`config.mk`:
```
export PLATFORM = sky130hd
export DESIGN_NAME = regfile_scoreboard
export DESIGN_NICKNAME = d
export VERILOG_FILES = /design/src/rtl/regfile_scoreboard.sv
export SDC_FILE = /design/constraint.sdc
export NUM_CORES = 2
export LEC_CHECK = 0
export ABC_CLOCK_PERIOD_IN_PS = 2300
export CAP_MARGIN = 20
export CORE_ASPECT_RATIO = 0.7
export CORE_MARGIN = 4
export CORE_UTILIZATION = 40
export CTS_CLUSTER_DIAMETER = 60
export DETAILED_ROUTE_END_ITERATION = 8
export PLACE_DENSITY = 0.54
export SLEW_MARGIN = 20
export SYNTH_ARGS = -nofsm -noshare
export SYNTH_HDL_FRONTEND = slang
export SYNTH_SLANG_ARGS = --single-unit
```
`constraint.sdc`:
```
create_clock -name clock -period 2.3 [get_ports clock]
set_input_delay 0.23 -clock clock [delete_from_list [all_inputs] [get_ports clock]]
set_output_delay 0.23 -clock clock [all_outputs]
set_load 0.005 [all_outputs]
```
`src/rtl/regfile_scoreboard.sv`:
```
`default_nettype none
// ============================================================================
// Module   : regfile_scoreboard
// Brief    : Multi-port register file with write-through bypass and a
//            per-register pending-producer (busy) scoreboard.
// Revision : 1.0
// ============================================================================
module regfile_scoreboard #(
    parameter int                DATAW    = 32,
    parameter int                NUM_REGS = 32,
    parameter int                ADDRW    = $clog2(NUM_REGS),
    parameter int                NUM_RD   = 2,
    parameter logic [DATAW-1:0]  SP_RESET = 32'h01000000
) (
    input  logic                      clock,
    input  logic                      reset_n,
    input  logic                      rd_en,
    input  logic [NUM_RD*ADDRW-1:0]   rd_addr,
    output logic [NUM_RD*DATAW-1:0]   rd_data,
    input  logic                      wr_en,
    input  logic [ADDRW-1:0]          wr_addr,
    input  logic [DATAW-1:0]          wr_data,
    input  logic                      issue_en,
    input  logic [ADDRW-1:0]          issue_addr,
    input  logic                      flush,
    output logic [NUM_RD-1:0]         rd_busy
);

    logic [DATAW-1:0]        regs_q [NUM_REGS];
    logic [DATAW-1:0]        regs_d [NUM_REGS];
    logic [NUM_REGS-1:0]     busy_q;
    logic [NUM_REGS-1:0]     busy_d;
    logic [NUM_RD*DATAW-1:0] rd_data_q;
    logic [NUM_RD*DATAW-1:0] rd_data_d;
    logic                    wr_commit;

    assign wr_commit = wr_en && (wr_addr != '0);

    always_comb begin : write_path
        for (int i = 0; i < NUM_REGS; i++) begin
            regs_d[i] = regs_q[i];
        end
        if (wr_commit) begin
            regs_d[wr_addr] = wr_data;
        end
        regs_d[0] = '0;
    end

    // Priority: write clears, a new issue sets over it, flush clears everything.
    always_comb begin : busy_path
        busy_d = busy_q;
        if (wr_commit) begin
            busy_d[wr_addr] = 1'b0;
        end
        if (issue_en && (issue_addr != '0)) begin
            busy_d[issue_addr] = 1'b1;
        end
        if (flush) begin
            busy_d = '0;
        end
        busy_d[0] = 1'b0;
    end

    always_comb begin : read_path
        logic [ADDRW-1:0] addr;
        logic             hit;
        addr      = '0;
        hit       = 1'b0;
        rd_data_d = rd_data_q;
        rd_busy   = '0;
        for (int k = 0; k < NUM_RD; k++) begin
            addr       = rd_addr[k*ADDRW +: ADDRW];
            hit        = wr_commit && (wr_addr == addr);
            rd_busy[k] = (addr != '0) && busy_q[addr] && !hit;
            if (rd_en) begin
                if (addr == '0) begin
                    rd_data_d[k*DATAW +: DATAW] = '0;
                end else if (hit) begin
                    rd_data_d[k*DATAW +: DATAW] = wr_data;
                end else begin
                    rd_data_d[k*DATAW +: DATAW] = regs_q[addr];
                end
            end
        end
    end

    always_ff @(posedge clock or negedge reset_n) begin
        if (!reset_n) begin
            for (int i = 0; i < NUM_REGS; i++) begin
                regs_q[i] <= (i == 2) ? SP_RESET : '0;
            end
            busy_q    <= '0;
            rd_data_q <= '0;
        end else begin
            for (int i = 0; i < NUM_REGS; i++) begin
                regs_q[i] <= regs_d[i];
            end
            busy_q    <= busy_d;
            rd_data_q <= rd_data_d;
        end
    end

    assign rd_data = rd_data_q;

endmodule
`default_nettype wire

```
==> impl_metrics.csv <==
group,metric,value,unit
grt,grt_pass1_wl,297000,µm
final_layout,multiInputGateArea,28800,µm²
die,rows,116,
grt,antenna_found_initial,9,
grt,grt_use_total,27.0,%
clocking,clk_pin_slew,0.06,ns
route,dr.pass1.iters,6,
pwr,internal_power,41600,µW
pwr,power.switching,15600,µW
clocking,cts_buffers,114,
pwr,clkPwrFrac,34.6,%
clocking,clkLatencyLatePin,0.76,ns
grt,grt_pass1_vias,39600,
sta,rsz0062_at_grt,"true",
clocking,clock_path_buffers,3,
clocking,htree_levels,3,
place,dp_cells,5933,
setup_path,crit_fanout,2,
setup_path,required,2.07,ns
route,ant_nets,0,
final_layout,fin_cells,6148,
sta,finClkSkew,0.0251,ns
place,hpwl,132000,µm
final_layout,post-route-util,48.2,%
place,gp_congestion,0.838,
sta,fmax,349,MHz
sta,setup-violations-final,2,
die,start_util,40.3,%
die,pin_count,124,
pwr,peakVddDrop,0.600,mV
final_layout,ff_latch_area,27200,µm²
run_status,violations,"negative setup slack",
route,wl_per_cell,32.8,µm
flow_run,maxCapViolCount,0,
synth,synthesis.nets,3960,
synth,syn_inst,3902,
die,core_area,143000,µm²
run_status,status,"finished with violations",
synth,ys.flop_type,"dfrtp_1",
route,via_per_inst,6.28,
hold_path,hp-class,"input port to register",
setup_path,path_class,"register to output pin",
pwr,switching_share,27.2,%
grt,overflow,0,
pwr,combPwrFrac,20.7,%
final_layout,nets,4222,
route,wl,201000,µm
clocking,cts.sinks,1087,
sta,final.setup.tns,-0.862,ns
synth,yosys_warnings,0,
clocking,root_buffer,"clkbuf_16",
synth,ys_async_sr_fraction,100,%
sta,setup_ws,-0.566,ns
sta,min_period,2.87,ns
sta,period_share,125,%
setup_path,crit_arrival,2.64,ns
place,port_buffers,123,
sta,drv_slew,0,
die,dieHeight,325,µm
clocking,cts_tree,"yes",
synth,ys_types,56,
route,drc,0,
die,die_x,461,µm
setup_path,worstSetupEndpointType,"output pin",
die,die_area,150000,µm²
grt,grt_start_max_net_pins,107,
synth,syn-cell-area,57600,µm²
setup_path,cp-start-kind,"register",
pwr,p_per_area,831,nW/µm²
synth,synth.avg_cell_area,14.8,µm²
final_layout,synthToLayoutAreaGrowth,19.6,%
synth,ys_ff_latch,1087,
route,drtIter0Drc,3837,
pwr,p_leak,0.0297,µW
sta,tightest_slew,0.692,ns
sta,max_slew_margin,53.5,%
synth,synth_enable_flop_cells,0,
pwr,p_seq_share,44.7,%
sta,hold_viol_final,0,
synth,yosysSeqAreaShare,47.2,%
route,vias,38600,
final_layout,fillers,12400,
final_layout,drive_above_1_share,53.7,%
## power by group through the flow
stage	Sequential [µW]	Clock [µW]	Combinational, µW
after floorplan	24600	0	8460
after global placement	25700	0	11600
after detailed placement	25800	0	11800
after CTS	25500	20200	11900
after global routing	26000	20900	12700
final	25600	19800	11800
## kinds of logic (layout without fill, tap and decap cells)
family / count (synthesis) / after routing / synth area share, %
multiplexers: 1654 / 1654 / 42.2
AO/OA/AOI/OAI: 326 / 326 / 4.03
flip-flops: 1087 / 1087 / 47.2
XOR/XNOR: 10 / 10 / 0.152
other: 0 / 2 / 0
buffers and inverters: 421 / 777 / 3.15
AND/OR/NAND/NOR: 404 / 404 / 3.22
## per-layer routing
layer / vias up / GRT usage [%] / part of all wire [%] / wire length (µm)
met5: - / 0 / 0.0050 / 10
met4: 2 / 5.71 / 2.1 / 4210
met3: 236 / 5.17 / 6.6 / 13300
met2: 1382 / 40.0 / 45 / 90400
met1: 21300 / 41.1 / 46 / 93500
li1: 15600 / - / - / -
## placed cells by master, fill, tap and decap left out, types with 7 or more instances in the layout
master / count
clkbuf_16: 115
nor3_1: 42
buf_4: 284
clkinv_2: 17
buf_12: 152
bufinv_16: 14
nor2_1: 95
nand2_1: 140
mux4_2: 509
a22oi_1: 27
nor2b_1: 40
mux2i_1: 47
nand2_4: 12
clkbuf_8: 25
clkbuf_1: 29
nor2_4: 12
o211ai_1: 17
a21oi_1: 59
dfrtp_1: 1086
a222oi_1: 20
o21ai_0: 65
clkdlybuf4s50_1: 111
a221oi_1: 82
mux2_2: 1098
a22o_1: 12
nand3_1: 7
## state kept, by name (all words and copies together) (netlist names)
signal and cells:
rd_data 64, busy_q 31, regs_q 992
## worst max-delay path: stages (launching register included)
cell	delay, ns
dfrtp_1	0.39
buf_6	0.12
mux4_2	0.49
mux4_2	0.48
nand2b_4	0.15
o211a_1	0.14
buf_2	0.14
## per-stage QoR
step                      worst slack, ns  hold WS [ns]  area, µm²  total power (µW)
final                              -0.566        0.0961      68800             57200
after global routing               -0.645        0.0816      68800             59700
after CTS                          -0.600        0.0315      68800             57500
after detailed placement           -0.517         0.124      64800             37600
after global placement             -0.559         0.125      64800             37300
after floorplan                    0.0129       -0.0656      57600             33100
## cells in the mapped netlist (20+ instances only)
library cell,count,share of area [%]
a21oi_1,60,0.52
a221oi_1,83,1.3
a222oi_1,20,0.35
a22oi_1,27,0.35
buf_1,57,0.37
buf_2,102,0.89
clkbuf_1,235,1.5
dfrtp_1,1086,47
mux2_2,1098,21
mux2i_1,47,0.82
mux4_2,509,20
nand2_1,155,1.0
nor2_1,108,0.70
nor2b_1,43,0.47
nor3_1,42,0.37
o21ai_0,66,0.57
## area by class of cell
class / instances / area share [%]
flip-flops and latches: 1087 / 39.5
inverters: 6 / 0.0364
repair buffers: 561 / 9.37
well taps: 1888 / 3.43
clock buffers: 168 / 4.82
diodes: 2 / 0.00727
multi-input cells: 2394 / 41.9
clock inverters: 42 / 0.916
## path summary, 6_finish.rpt
check / from / end / cells after the start / slack (ns)
max: busy_q[15] / rd_busy[1] / 6 / -0.57
min: rd_addr[9] / rd_data[32] / 4 / 0.1
max reg2reg: regs_q[387] / rd_data[3] / 4 / 0.34
min reg2reg: regs_q[696] / regs_q[696] / 1 / 0.52
max in group asynchronous: reset_n / rd_data[37] / 4 / 1.29
min in group asynchronous: reset_n / regs_q[830] / 3 / 0.22
## repair_timing
action | in CTS | in global routing
endpoints found under the setup margin | 2 | 2
pin swaps | 4 | 2
cloned | 0 | 0
resized for setup | 10 | 6
buffers inserted | 4 | 1
hold buffers | 2 | 0
hold endpoints to repair | 803 | 0
(Power assumes the default switching activity.)
